[src/rtl/captura_clave.sv]
// Gate keypad PIN capture: collects four BCD digits while a vehicle is present,
// reports a complete PIN on enter, and discards partial entries on error or timeout.
module captura_clave #(
  parameter int unsigned TIMEOUT_CICLOS = 1000
) (
  input  logic        clock,
  input  logic        reset,
  input  logic        sensor_llegada_vehiculo,
  input  logic        tecla_valida,
  input  logic [3:0]  tecla,
  output logic [15:0] clave_ingresada,
  output logic        clave_lista,
  output logic [2:0]  digitos_ingresados,
  output logic        error_entrada,
  output logic        error_timeout
);

  localparam int unsigned CNT_W     = 16;
  localparam int unsigned CLAVE_W   = 16;
  localparam int unsigned DIG_W     = 3;
  localparam logic [CNT_W-1:0] CNT_FIN      = CNT_W'(TIMEOUT_CICLOS - 1);
  localparam logic [3:0]       TECLA_BORRAR = 4'hA;
  localparam logic [3:0]       TECLA_ENTER  = 4'hB;

  typedef enum logic [1:0] {
    ESPERA   = 2'd0,
    CAPTURA  = 2'd1,
    COMPLETA = 2'd2
  } estado_t;

  estado_t              state, state_n;
  logic [CLAVE_W-1:0]   clave_n;
  logic [DIG_W-1:0]     digitos_n;
  logic [CNT_W-1:0]     cnt, cnt_n;
  logic                 lista_n, eent_n, etmo_n;
  logic                 acepta, es_digito, es_borrar, es_enter;

  // Key decode; codes 0xC-0xF match nothing and so leave everything untouched
  always_comb begin
    acepta    = tecla_valida && sensor_llegada_vehiculo;
    es_digito = acepta && (tecla <= 4'd9);
    es_borrar = acepta && (tecla == TECLA_BORRAR);
    es_enter  = acepta && (tecla == TECLA_ENTER);
  end

  // Next-state and next-output logic
  always_comb begin
    state_n   = state;
    clave_n   = clave_ingresada;
    digitos_n = digitos_ingresados;
    cnt_n     = cnt;
    lista_n   = 1'b0;
    eent_n    = 1'b0;
    etmo_n    = 1'b0;

    if (state != ESPERA && !sensor_llegada_vehiculo) begin
      // Vehicle left mid-entry: silent abort, beats any key or timeout
      state_n   = ESPERA;
      clave_n   = '0;
      digitos_n = '0;
      cnt_n     = '0;
    end else begin
      case (state)
        ESPERA: begin
          cnt_n = '0;
          if (es_digito) begin
            clave_n   = {12'h000, tecla};
            digitos_n = DIG_W'(1);
            state_n   = CAPTURA;
          end else if (es_borrar) begin
            clave_n = '0;
          end
        end
        CAPTURA: begin
          cnt_n = cnt + CNT_W'(1);
          if (es_digito) begin
            clave_n   = {clave_ingresada[11:0], tecla};
            digitos_n = digitos_ingresados + DIG_W'(1);
            cnt_n     = '0;
            if (digitos_ingresados == DIG_W'(3)) state_n = COMPLETA;
          end else if (es_enter) begin
            eent_n    = 1'b1;
            clave_n   = '0;
            digitos_n = '0;
            cnt_n     = '0;
            state_n   = ESPERA;
          end else if (es_borrar) begin
            clave_n   = '0;
            digitos_n = '0;
            cnt_n     = '0;
            state_n   = ESPERA;
          end else if (cnt == CNT_FIN) begin
            etmo_n    = 1'b1;
            clave_n   = '0;
            digitos_n = '0;
            cnt_n     = '0;
            state_n   = ESPERA;
          end
        end
        COMPLETA: begin
          cnt_n = cnt + CNT_W'(1);
          if (es_digito) begin
            // Extra digits are dropped but still count as user activity
            cnt_n = '0;
          end else if (es_enter) begin
            lista_n   = 1'b1;
            digitos_n = '0;
            cnt_n     = '0;
            state_n   = ESPERA;
          end else if (es_borrar) begin
            clave_n   = '0;
            digitos_n = '0;
            cnt_n     = '0;
            state_n   = ESPERA;
          end else if (cnt == CNT_FIN) begin
            etmo_n    = 1'b1;
            clave_n   = '0;
            digitos_n = '0;
            cnt_n     = '0;
            state_n   = ESPERA;
          end
        end
        default: begin
          state_n   = ESPERA;
          clave_n   = '0;
          digitos_n = '0;
          cnt_n     = '0;
        end
      endcase
    end
  end

  // State and registered outputs
  always_ff @(posedge clock) begin
    if (reset) begin
      state              <= ESPERA;
      clave_ingresada    <= '0;
      digitos_ingresados <= '0;
      cnt                <= '0;
      clave_lista        <= 1'b0;
      error_entrada      <= 1'b0;
      error_timeout      <= 1'b0;
    end else begin
      state              <= state_n;
      clave_ingresada    <= clave_n;
      digitos_ingresados <= digitos_n;
      cnt                <= cnt_n;
      clave_lista        <= lista_n;
      error_entrada      <= eent_n;
      error_timeout      <= etmo_n;
    end
  end

endmodule

[config.mk]
export PLATFORM = sky130hd
export DESIGN_NAME = captura_clave
export DESIGN_NICKNAME = d
export VERILOG_FILES = /design/src/rtl/captura_clave.sv
export SDC_FILE = /design/constraint.sdc
export NUM_CORES = 1
export LEC_CHECK = 0
export ABC_AREA = 1
export ABC_CLOCK_PERIOD_IN_PS = 1500
export CORE_MARGIN = 2
export CORE_UTILIZATION = 40
export DETAILED_ROUTE_END_ITERATION = 16
export SLEW_MARGIN = 5
export SYNTH_ARGS = -nofsm -noshare
export SYNTH_HDL_FRONTEND = slang
export SYNTH_SLANG_ARGS = --single-unit
[constraint.sdc]
create_clock -name clock -period 1.5 [get_ports clock]
set_input_delay 0.3 -clock clock [delete_from_list [all_inputs] [get_ports clock]]
set_output_delay 0.3 -clock clock [all_outputs]
set_load 0.03 [all_outputs]
==> flow_results.org, run 1 <==
** Timing
- In this run the tightest slew margin relative to its limit is 79.4%.
- # setup viols final :: 0
- Final-report hold violation count :: 0
- Fin crit share :: 99.3%
- At the pin with the least slew margin, the transition time is 0.306 ns.
- Clock skew :: 0.00522 ns
- Final critical delay including setup and external delays :: 1.49 ns
- Based on the critical path, the design can be clocked at up to 0.671 GHz.
- Max-slew violation count :: 0
- Setup repair after global routing could not meet its margin everywhere.

** Route
- Dividing the detail-routed wire length by the instance count gives 12.1 um.
- Detailed-routing iteration count for the pre-antenna-repair pass :: 4
- Dividing the detail-routed via count by the number of cells gives 4.84.
- # DRC :: 0
- The count of nets left with antenna violations once routing finished came out at 0.
- Number of design-rule violations left by the first detailed-router iteration :: 100
- The routed design has 5000 um of wire.
- The routed layout has 1,996 vias.

** Logic synthesis
- Syn Area/Cell :: 7.66 um2
- For this run, the leading register cell type out of synthesis is dfxtp_1.
- Ys async rst share :: 0%
- After synthesis, flip-flops and latches occupy 38.0% of the total area.
- The synthesized netlist occupies a cell area of 2110 um2.
- In this run the biggest area consumer among cell types represents 38.0% of the synthesized area.
- Most area-hungry cell type in the Yosys netlist :: dfxtp_1
- By area the synthesized netlist is led by dfxtp_1 38%, nand2_1 10%, inv_1 5.5%, a21oi_1 5.2%, nor2_1 4.5%.
- After synthesis the netlist holds a flip-flop and latch count of 40.
- During synthesis, Yosys emitted a total of 0 warnings.
- Synthesis produced a netlist whose cell count is 275.
- Unique cell type count in the Yosys netlist :: 34
- In this run, synthesis inferred 0 flip-flops with an integrated enable.
- The number of nets in the synthesized netlist is 290.

** Final layout
- Layout filler cell count :: 453
- In the final layout, the multi-input gates occupy 1330 um2.
- Final antenna diode count :: 0
- The finished cells cover 3090 um2.
- Final core utilization :: 60.5%
- Leaving out filler cells and counting taps, the final layout contains 412.
- From synthesis to final layout, the design area changed by 46.8%.
- After the last flow step, the layout net total stands at 357.
- Summing all flip-flop and latch instances after layout gives 810 um2.
- Layout cells sized above 1 :: 37.4%

** Critical path
- The worst setup path is launched from a flop.
- Data arrives at the worst endpoint at 1.68 ns.
- Highest-delay cell along the critical path :: dfxtp_4
- Maximum single-stage delay on the critical path :: 0.39 ns
- Required time worst endpoint :: 1.69 ns
- WS Path Type :: flop to flop
- Crit path capture type :: flop
- Of all nets on the critical path, the largest fanout is 8.
- Traced cell by cell, the critical path runs through inv_4, ha_4, buf_6, nand2_4, nor2_4, nor2_4, buf_12, nand2_8, nand2_4, a21oi_2.

** Global route
- Global routing used 17.2% of the available tracks.
- Wire length of the first global-routing pass :: 8230 um
- Number of global-route vias before repair :: 1,839
- Met2 track demand over resource :: 28.6%
- Total grt overflow :: 0
- Largest net degree at the start of global routing :: 22
- GR peak layer :: met2
- The number of antenna violations at the first check in global routing is 0.
- Met3 Resource Use GR :: 4.03%
- Global routing used 21.7% of the available met1 tracks.

** Die
- After floorplanning, the core was divided into 26 placement rows.
- For this configuration, the core starts out at a cell density of 41.2%.
- Die extent in x :: 76.6 um
- 30 I/O pins were placed.
- The floorplan step defined a die boundary enclosing 5860 um2.
- Core area :: 5110 um2
- Height of the die :: 76.6 um

** Power and ir drop
- Static Leak :: 1.23 nW
- Power spread over the standard cell area amounts to 892 nW/um2.
- The worst-case IR drop observed on VDD is 0.459 mV.

** Run status
- The run finished with clean final reports.

** Place
- The wire-length estimate of the detail-placed layout is 3370 um.
- Input and output buffers added on the ports amount to 29.
- Post-detailed-placement cell area :: 2680 um2
- Counting tap cells, the placed design contains a total of 397 instances.
- Placer congestion estimate :: 0.884

** Clocking
- For the worst-skew pair, the clock arrives at the later sink with an insertion delay of 0.29 ns.
- TritonCTS built the clock tree.
- The tree is rooted in a clkbuf_8.
- Post-CTS Hold Buffers :: 0
- Number of buffers inserted during clock tree synthesis :: 5
- Clock tree synthesis found a total of 40 sinks.
- In this run the number of H-tree levels came out at 2.
- Worst-path clk slew :: 0.08 ns
- Max clock buf depth :: 2

** Worst hold path
- In this run the worst hold path is classified as flop to flop.

** Run
- The tool flagged a number of max-cap violations equal to 0.
## cell families after synthesis
family / after synthesis / share of synthesized area [%]
DFF: 40 / 38.0
xor gates and xnor gates: 3 / 1.25
and+or+nand+nor: 148 / 37.4
buffers and inverters: 40 / 8.32
AOI/OAI and AO/OA: 37 / 10.9
adders and majority gates: 7 / 4.16
## critical path: cells and delay by family, from the launching register on
family	cells	cell delay (ns)
buf+inv	3	0.30
compound gates	1	0.04
flops	1	0.39
simple gates	5	0.47
fa+ha+maj	1	0.16
## cells in the final DEF (no fill, tap or decap), drive strengths merged
cell type      instances
nand2                 75
dfxtp                 40
inv                   35
buf                   34
nor2                  33
a21oi                 32
dlygate4sd2           27
nand4                 14
nor3                  11
nand3                 10
ha                     7
clkbuf                 6
o21ai                  4
xor2                   3
or2                    3
nor3b                  2
bufinv                 2
clkdlybuf4s50          2
nand3b                 1
a211oi                 1
## Yosys cell counts (2+ instances only)
cell type	count
nand2_1	57
dfxtp_1	40
inv_1	31
nor2_1	25
a21oi_1	22
nand4_1	13
a21oi_2	10
nor3_1	10
nand2_2	9
nand2_4	8
nand3_1	8
ha_1	7
nor2_2	4
nor2_4	4
inv_2	3
xor2_1	3
clkbuf_1	2
nor3b_1	2
o21ai_0	2
## power by group
| group | internal, W | switching [W] |
|---|---|---|
| clock network | 0.000655 | 0.000368 |
| logic | 0.000280 | 0.000361 |
| registers | 0.00108 | 0.0000162 |
| total | 0.00201 | 0.000745 |
## sequential cells by signal, summed over array words and instances, names as in the netlist
name and cells:
clave_lista 1, state 2, error_entrada 1, error_timeout 1, digitos_ingresados 3, cnt 16
clave_ingresada 16
## metal layers
| metal | part of all wire (%) | vias up | routed length, um |
|---|---|---|---|
| met5 | 0 | - | 0 |
| met4 | 1.6 | 0 | 78 |
| met3 | 2.6 | 8 | 128 |
| met2 | 49 | 32 | 2470 |
| met1 | 47 | 927 | 2330 |
| li1 | - | 1029 | - |
## through the flow
stage,TNS (ns),hold slack [ns],total power [W],setup slack (ns)
after floorplan,0,0.418,0.00143,0.00844
after global placement,-15.03,0.451,0.00157,-0.494
after detailed placement,-15.02,0.457,0.00157,-0.488
after CTS,-0.105,0.464,0.00269,-0.0181
after global routing,-0.840,0.497,0.00288,-0.0670
final,0,0.460,0.00276,0.0107
## area by class of cell
cell class	instances	area share, %
clock buffer	5	2.23
multi-input combinational	196	43.0
clock inverter	2	1.94
inverter	35	4.41
sequential	40	26.2
timing repair buffer	64	19.4
tap	70	2.83
## final timing paths
kind	to	start	depth (start not counted)	slack (ns)
hold / removal	clave_ingresada[15]	clave_ingresada[15]	2	0.46
hold reg to reg	clave_ingresada[15]	clave_ingresada[15]	2	0.46
setup / recovery	clave_ingresada[0]	state[1]	10	0.01
setup reg to reg	clave_ingresada[0]	state[1]	10	0.01
## repair_timing
item / in CTS / in global routing
cloned: 1 / 1
pin swaps: 12 / 17
endpoints found under the setup margin: 59 / 37
buffers inserted: 4 / 2
endpoints found under the hold margin: 0 / 0
resized for setup: 49 / 41
No activity file was read; power rests on OpenSTA's default activity.
==> run 2: changes to the inputs <==
--- a/config.mk
+++ b/config.mk
@@ -9,6 +9,7 @@
 export ABC_CLOCK_PERIOD_IN_PS = 1500
 export CORE_MARGIN = 2
 export CORE_UTILIZATION = 40
+export CTS_CLUSTER_DIAMETER = 30
 export DETAILED_ROUTE_END_ITERATION = 16
 export SLEW_MARGIN = 5
 export SYNTH_ARGS = -nofsm -noshare
==> results of run 2 <==
The final DEF is identical to that of run 1; final timing and power are the same.
==> run 3: changes to the inputs <==
--- a/config.mk
+++ b/config.mk
@@ -11,6 +11,7 @@
 export CORE_UTILIZATION = 40
 export CTS_CLUSTER_DIAMETER = 30
 export DETAILED_ROUTE_END_ITERATION = 16
+export HOLD_SLACK_MARGIN = 0.08
 export SLEW_MARGIN = 5
 export SYNTH_ARGS = -nofsm -noshare
 export SYNTH_HDL_FRONTEND = slang
==> results of run 3 <==
The final DEF is identical to that of run 1; final timing and power are the same.
